File: config.mk
export PLATFORM = sky130hd
export DESIGN_NAME = pwm_peripheral
export DESIGN_NICKNAME = d
export VERILOG_FILES = /design/src/rtl/pwm_pkg.sv /design/src/rtl/pwm_timebase.sv /design/src/rtl/pwm_peripheral.sv
export SDC_FILE = /design/constraint.sdc
export NUM_CORES = 1
export LEC_CHECK = 0
export BUFFER_PORTS_ARGS = -buffer_cell sky130_fd_sc_hd__buf_2
export CAP_MARGIN = 20
export CORE_AREA = 2 2 81 83
export CTS_CLUSTER_SIZE = 30
export DETAILED_ROUTE_END_ITERATION = 7
export DIE_AREA = 0 0 83 85
export GPL_TIMING_DRIVEN = 0
export MAX_ROUTING_LAYER = met4
export PLACE_DENSITY = 0.56
export REMOVE_ABC_BUFFERS = 1
export SETUP_SLACK_MARGIN = 0.15
export SLEW_MARGIN = 20
export SYNTH_ARGS = -nofsm -noshare
export SYNTH_HDL_FRONTEND = slang
export SYNTH_SLANG_ARGS = --single-unit
File: constraint.sdc
create_clock -name clk -period 2 [get_ports clk]
set_input_delay 0.1 -clock clk [delete_from_list [all_inputs] [get_ports clk]]
set_output_delay 0.1 -clock clk [all_outputs]
set_load 0.005 [all_outputs]
File: src/rtl/pwm_pkg.sv
// rtl/pwm_pkg.sv - shared constants and compare helper for the PWM output stage
package pwm_pkg;

    localparam int          PWM_BITS             = 8;
    localparam int          PWM_STEPS            = 256;
    localparam logic [7:0]  DUTY_FULL            = 8'hFF;
    localparam int          PWM_PRESCALE_DEFAULT = 13;

    // Full-scale duty is forced high so the top code yields a true 100 % level.
    function automatic logic pwm_level(input logic [PWM_BITS-1:0] cnt,
                                       input logic [PWM_BITS-1:0] duty);
        return (duty == DUTY_FULL) || (cnt < duty);
    endfunction

endpackage

File: src/rtl/pwm_timebase.sv
// rtl/pwm_timebase.sv - prescaler and 8-bit PWM step counter with period boundary strobe
module pwm_timebase
    import pwm_pkg::*;
#(
    parameter int PRESCALE = PWM_PRESCALE_DEFAULT,
    parameter int PRESC_W  = 8
) (
    input  logic                clk,
    input  logic                rst_n,
    output logic [PWM_BITS-1:0] cnt,
    output logic                step,
    output logic                period_end
);

    localparam logic [PRESC_W-1:0] PRESC_LAST = PRESC_W'(PRESCALE - 1);

    logic [PRESC_W-1:0]  r_presc;
    logic [PWM_BITS-1:0] r_cnt;
    logic                w_step;

    assign w_step     = (r_presc == PRESC_LAST);
    assign step       = w_step;
    assign cnt        = r_cnt;
    assign period_end = w_step && (r_cnt == '1);

    always_ff @(posedge clk or negedge rst_n) begin
        if (!rst_n) begin
            r_presc <= '0;
            r_cnt   <= '0;
        end else begin
            r_presc <= w_step ? '0 : r_presc + 1'b1;
            if (w_step) begin
                r_cnt <= r_cnt + 1'b1;
            end
        end
    end

endmodule

File: src/rtl/pwm_peripheral.sv
// rtl/pwm_peripheral.sv - drives 16 pins low, high or with a shared glitch-free PWM waveform
module pwm_peripheral
    import pwm_pkg::*;
#(
    parameter int PRESCALE = PWM_PRESCALE_DEFAULT,
    parameter int PRESC_W  = 8
) (
    input  logic        clk,
    input  logic        rst_n,
    input  logic [7:0]  en_reg_out_7_0,
    input  logic [7:0]  en_reg_out_15_8,
    input  logic [7:0]  en_reg_pwm_7_0,
    input  logic [7:0]  en_reg_pwm_15_8,
    input  logic [7:0]  pwm_duty_cycle,
    output logic [15:0] out
);

    logic [PWM_BITS-1:0] w_cnt;
    logic                w_step;
    logic                w_period_end;
    logic                w_load_duty;
    logic                w_pwm;
    logic [15:0]         w_en_out;
    logic [15:0]         w_en_pwm;
    logic [15:0]         w_next_out;
    logic [PWM_BITS-1:0] r_duty_q;
    logic [15:0]         r_out;

    pwm_timebase #(
        .PRESCALE (PRESCALE),
        .PRESC_W  (PRESC_W)
    ) u_timebase (
        .clk        (clk),
        .rst_n      (rst_n),
        .cnt        (w_cnt),
        .step       (w_step),
        .period_end (w_period_end)
    );

    // Shadow duty only moves on the last step of a period so the waveform never glitches.
    assign w_load_duty = w_step && w_period_end;

    always_ff @(posedge clk or negedge rst_n) begin
        if (!rst_n) begin
            r_duty_q <= '0;
        end else if (w_load_duty) begin
            r_duty_q <= pwm_duty_cycle;
        end
    end

    assign w_pwm      = pwm_level(w_cnt, r_duty_q);
    assign w_en_out   = {en_reg_out_15_8, en_reg_out_7_0};
    assign w_en_pwm   = {en_reg_pwm_15_8, en_reg_pwm_7_0};
    assign w_next_out = w_en_out & (~w_en_pwm | {16{w_pwm}});

    always_ff @(posedge clk or negedge rst_n) begin
        if (!rst_n) begin
            r_out <= '0;
        end else begin
            r_out <= w_next_out;
        end
    end

    assign out = r_out;

endmodule

==> results of run 1 <==
area by class of cell:
type,instances,area (um2),share of cell area (%)
well taps,77,96.3,3.75
clock inverters,2,35.0,1.36
clock buffers,6,72.6,2.83
repair buffers,79,542,21.1
multi-input cells,83,787,30.6
flip-flops and latches,40,1000,39.0
inverters,9,33.8,1.32
sequential cells by signal, summed over array words and instances (netlist names):
| name | count |
|---|---|
| r_duty_q | 8 |
| u_timebase.cnt | 8 |
| u_timebase.r_presc | 8 |
| out | 16 |
kinds of logic (layout without fill, tap and decap cells):
kind of cell | after synthesis | after routing | share of synthesized area [%]
AO/OA/AOI/OAI | 23 | 23 | 13.0
flip-flops | 40 | 40 | 55.1
multiplexers | 9 | 9 | 5.58
adder cells (fa/ha/maj) | 10 | 10 | 6.89
XOR/XNOR | 13 | 13 | 6.27
AND/OR/NAND/NOR | 28 | 28 | 9.85
buffers and inverters | 12 | 96 | 3.31
metrics by stage:
stage / cells / setup TNS, ns
2_1_floorplan: 132 / -2.50
3_3_place_gp: 266 / -7.28
3_5_place_dp: 266 / -2.19
4_1_cts: 296 / 0
5_1_grt: 296 / 0
6_report: 296 / 0
power groups by stage:
| stage | clock network [uW] | registers, uW | logic [uW] |
|---|---|---|---|
| floorplan | 0 | 861 | 37.1 |
| global placement | 0 | 859 | 116 |
| detailed placement | 0 | 859 | 119 |
| CTS | 671 | 844 | 147 |
| global route | 709 | 847 | 165 |
| finish | 650 | 843 | 149 |
metal layers:
layer	vias up	global-route usage, %
met4	0	4.47
met2	52	18.2
met5	-	-
met1	597	13.2
li1	637	-
met3	4	3.99
cell usage in the layout, fill, tap and decap left out, types with 2 or more instances in the layout:
master / count
buf_12: 2
nand4_1: 9
xnor2_1: 9
a21boi_2: 10
a21boi_0: 4
nand2_1: 3
dfrtp_1: 39
xor2_1: 4
and3_1: 2
buf_2: 57
inv_1: 9
clkbuf_8: 5
nor2_1: 7
ha_1: 9
dlygate4sd3_1: 17
a21boi_1: 2
mux2_2: 9
repair_timing:
action	CTS	global route
hold buffers	17	0
hold endpoints to repair	56	0
pin swaps	1	1
resized for setup	3	7
gates cloned	1	0
endpoints found under the setup margin	24	21
setup buffers	4	0
synth_stat cells, types with 2 or more instances:
master / number / area share [%]
inv_1: 9 / 1.9
and3_1: 2 / 0.69
buf_4: 2 / 0.83
xnor2_1: 9 / 4.3
nand2_1: 3 / 0.62
xor2_1: 4 / 1.9
nand4_1: 9 / 3.1
a21boi_0: 6 / 2.5
mux2_2: 9 / 5.6
a21boi_2: 10 / 6.2
dfrtp_1: 40 / 55
ha_1: 10 / 6.9
nor2_1: 7 / 1.4
worst paths after layout:
| check | endpoint | slack, ns | startpoint | cells past startpoint |
|---|---|---|---|---|
| worst max-delay path | out[12] | 0.23 | u_timebase.cnt[5] | 7 |
| worst min-delay path | r_duty_q[5] | 0.04 | pwm_duty_cycle[5] | 2 |
| max in group asynchronous | u_timebase.cnt[1] | 0.94 | rst_n | 2 |
| min in group asynchronous | out[9] | 0.47 | rst_n | 2 |
| worst min register to register | u_timebase.r_presc[7] | 0.48 | u_timebase.r_presc[7] | 1 |
| worst max register to register | out[12] | 0.23 | u_timebase.cnt[5] | 7 |
critical path: stages, from the launching register on:
cell and delay [ns]:
dfrtp_1 0.44, ha_1 0.31, a41o_1 0.25, a21oi_2 0.17
o32ai_4 0.13, buf_6 0.15, buf_16 0.13, a21boi_2 0.13
==> out/qor.yml, run 1 <==
critical_path:
  crit_path_end_kind: "register"
  cp_data_required_time_ns: 2.22
  critPathLaunchType: "register"
  criticalPathCategory: "reg -> reg"
  critPathMaxFanout: 5
  cp.arrival_ns: 1.99
power:
  net-switching-power_uw: 349
  p_leak_uw: 0.00121
  netSwitchingFraction_pct: 21.2
  power_uw: 1640
  p_clk_share_pct: 39.6
  irDropWorstVdd_mv: 0.363
  intPower_uw: 1290
  comb_power_share_pct: 9.1
  pwr-share-seq_pct: 51.4
  p_per_area_nw_per_um2: 639
global_routing:
  overflow: 0
  grt_antenna_before_repair: 0
  grt_use_total_pct: 11.4
  grt_pass1_vias: 1358
  grt_pass1_wl_um: 6300
  grt_start_max_net_pins: 41
synth:
  yosys_warnings: 0
  ys_seq_area_share_pct: 55.1
  syn-instance-count: 135
  syn_area_um2: 1820
  synth_edf_count: 0
  avgSynthCellArea_um2: 13.5
  synth_flop_cell: "dfrtp_1"
  synth_cell_types: 28
  synth_seq_cells: 40
  async_flop_share_pct: 100
die:
  die_y_um: 85
  rows: 29
  initial_core_util_pct: 29.3
  num_io_pins: 58
  die_area_um2: 7060
  core_region_area_um2: 6200
  die_x_um: 83
job:
  drv_cap: 0
place:
  dpl_cell_area_um2: 2180
  dpl.hpwl_um: 2330
  pre_cts_ws_ns: -0.238
  place.gp.congestion: 0.708
  io_buffer_count: 57
sta:
  period_minus_slack_ns: 1.77
  tightestPinTransition_ns: 0.866
  rsz0062_at_grt: "true"
  max_freq_ghz: 0.564
  fin_skew_ns: 0.00676
  timing.slew.headroom_pct: 42.3
  drv_slew: 0
  holdWs_ns: 0.0359
  setup_slack_ns: 0.227
  final-setup-viol-count: 0
  finalCritPeriodShare_pct: 88.7
  finalHoldViolCount: 0
clock_network:
  cts_buffers: 5
  clkSinkCount: 40
  clockBufferDepth: 2
  cts.reportedPaths.clkPinSlew_ns: 0.08
  htree_levels: 2
  cts_root_buffer: "clkbuf_8"
  clk_latency_ns: 0.29
  cts_tree: "built"
detailed_routing:
  met1_length_um: 1610
  drc: 0
  dr_wl_met2_um: 1750
  dr.pass1.iters: 3
  drtAntennaViolNets: 0
  viasPerCell: 4.36
  met3WireLength_um: 281
  vias: 1290
  first_iter_violations: 37
  wl_um: 3690
  post_drt_wl_per_cell_um: 12.5
  highest_layer: "met4"
hold_path:
  hp-class: "in -> reg"
cells_and_area:
  drive_gt1_share_pct: 44.3
  syn2layout_area_growth_pct: 41.4
  final_nets: 270
  fin_area_um2: 2570
  n_fill_cell: 571
  final_util_pct: 41.4
  diodes: 0
outcome:
  status: "completed"
Power figures use the tool's default switching activity.
==> inputs of run 2 (changes only) <==
- CORE_AREA: 2 2 81 83 -> 2 2 67 69
- DIE_AREA: 0 0 83 85 -> 0 0 69 71
- PLACE_DENSITY: 0.56 -> 0.75
==> out/qor.yml, run 2 (same netlist as run 1, synthesis figures left out) <==
critical_path:
  criticalPathCategory: "reg -> reg"
  cp_data_required_time_ns: 2.21  # about the same
  cp.arrival_ns: 2.02  # +0.03 ns
  critPathLaunchType: "register"
  critPathMaxStageDelay_ns: 0.43  # about the same
  crit_path_end_kind: "register"
  path_cells: "inv_2, ha_4, a2111oi_4, o32ai_4, buf_12, buf_4, a21boi_2"
  crit_slowest_cell: "a2111oi_4"
  critPathMaxFanout: 11  # +6
  reg2reg_slack_ns: 0.20  # -0.03 ns
cells_and_area:
  largest_register_ffs: 16  # unchanged
  syn2layout_area_growth_pct: 38.8
  final_nets: 272  # +0.74%
  mostFrequentLayoutCells: "buf_2, dfrtp_1, dlygate4sd3_1"
  mostFrequentLayoutCell: "buf_2"
  fin_area_um2: 2520  # -1.8%
  drive_gt1_share_pct: 47.1  # +2.8 points
  multiInputGateArea_um2: 797  # +1.3%
  n_fill_cell: 341  # -40%
  diodes: 0  # unchanged
  seq_area_um2: 1000  # +0.12%
die:
  core_region_area_um2: 4200  # -32%
  die_x_um: 69  # -17%
  die_y_um: 71  # -16%
  initial_core_util_pct: 43.2  # +14 points
  rows: 24  # -17%
  num_io_pins: 58  # unchanged
  die_area_um2: 4900  # -31%
clock_network:
  clkSinkCount: 40  # unchanged
  cts_root_buffer: "clkbuf_8"
  cts.reportedPaths.clkPinSlew_ns: 0.08  # about the same
  cts_buffers: 5  # unchanged
  cts_tree: "built"
  clockBufferDepth: 2  # unchanged
  htree_levels: 2  # unchanged
  clk_latency_ns: 0.29  # about the same
power:
  p_per_area_nw_per_um2: 645  # +0.94%
  p_leak_uw: 0.00121  # about the same
  irDropWorstVdd_mv: 0.387  # +6.4%
  power_uw: 1630  # -0.88%
sta:
  rsz0062_at_grt: "true"
  final-setup-viol-count: 0  # unchanged
  finalHoldViolCount: 0  # unchanged
  drv_slew: 0  # unchanged
  max_freq_ghz: 0.554  # -1.7%
  period_minus_slack_ns: 1.80  # +0.0311 ns
  fin_skew_ns: 0.00769  # +0.000926 ns
  tightestPinTransition_ns: 0.870  # +0.00439 ns
  finalCritPeriodShare_pct: 90.2  # +1.6 points
  timing.slew.headroom_pct: 42.0  # -0.29 points
global_routing:
  overflow: 0  # unchanged
  grt_antenna_before_repair: 0  # unchanged
  grt_pass1_wl_um: 6500  # +3.2%
  grt_start_max_net_pins: 41  # unchanged
  grt_use_total_pct: 17.7  # +6.4 points
  grt_pass1_vias: 1443  # +6.3%
detailed_routing:
  drc: 0  # unchanged
  drtAntennaViolNets: 0  # unchanged
  wl_um: 3960  # +7.2%
  viasPerCell: 4.83  # +11%
  vias: 1319  # +2.2%
  dr.pass1.iters: 4  # +1
  post_drt_wl_per_cell_um: 14.5  # +16%
  first_iter_violations: 53  # +43%
job:
  drv_cap: 0  # unchanged
place:
  dpl.hpwl_um: 2500  # +7.0%
  place.gp.congestion: 0.787  # +11%
  dpl_cell_area_um2: 2150  # -1.4%
  io_buffer_count: 57  # unchanged
hold_path:
  hp-class: "in -> reg"
outcome:
  status: "completed"
[run 2: what timing repair did]
item,in CTS,in global routing
hold buffers,15,0
cloned,0,0
pin swaps,1,2
setup buffers,4,5
endpoints found under the setup margin,24,11
endpoints found under the hold margin,54,0
gates resized for setup,4,4
[run 2: stage by stage]
step,instances,setup WS [ns],util [%],hold slack (ns),TNS (ns)
floorplan,132,-0.227,-,-0.196,-2.50
global placement,241,-0.556,50.9,0.267,-6.73
detailed placement,241,-0.311,51.2,0.273,-2.74
CTS,268,0.174,58.5,0.0232,0
global route,273,0.118,60.0,0.0130,0
finish,273,0.196,60.0,0.0216,0
[run 2: worst paths after layout]
check                                       from               endpoint  cells past startpoint
setup / recovery                     r_duty_q[1]                 out[8]                      7
max in group asynchronous                  rst_n      u_timebase.cnt[1]                      2
hold reg to reg            u_timebase.r_presc[7]  u_timebase.r_presc[7]                      1
hold / removal                 en_reg_pwm_7_0[1]                 out[1]                      2
min in group asynchronous                  rst_n            r_duty_q[6]                      2
setup reg to reg                     r_duty_q[1]                 out[8]                      7
[run 2: critical path: cells and delay by family (launching register included)]
family | cells | cell delay (ns)
fa+ha+maj | 1 | 0.20
compound gates | 3 | 0.73
flops | 1 | 0.41
buf+inv | 3 | 0.40
[run 2: final cells by class]
class / count / area share (%)
sequential: 40 / 39.8
multi-input combinational: 83 / 31.6
timing repair buffer: 81 / 20.4
clock buffer: 6 / 2.88
tap: 52 / 2.58
clock inverter: 2 / 1.39
inverter: 9 / 1.34
[run 2: report_power, final]
part           internal, uW  leakage (uW)  total (uW)  switching, uW
registers               833      0.000481         845           11.7
logic                  88.8      0.000674         150           61.6
clock network           370     0.0000552         632            262
total                  1290       0.00121        1630            335
[run 2: per-layer routing]
metal,vias to the layer above,part of all wire (%),wire (um),GRT usage [%]
li1,644,-,-,-
met3,5,5.9,232,4.70
met1,620,43,1720,20.8
met4,0,1.2,47,5.23
met2,50,49,1960,30.1
met5,-,0,0,-
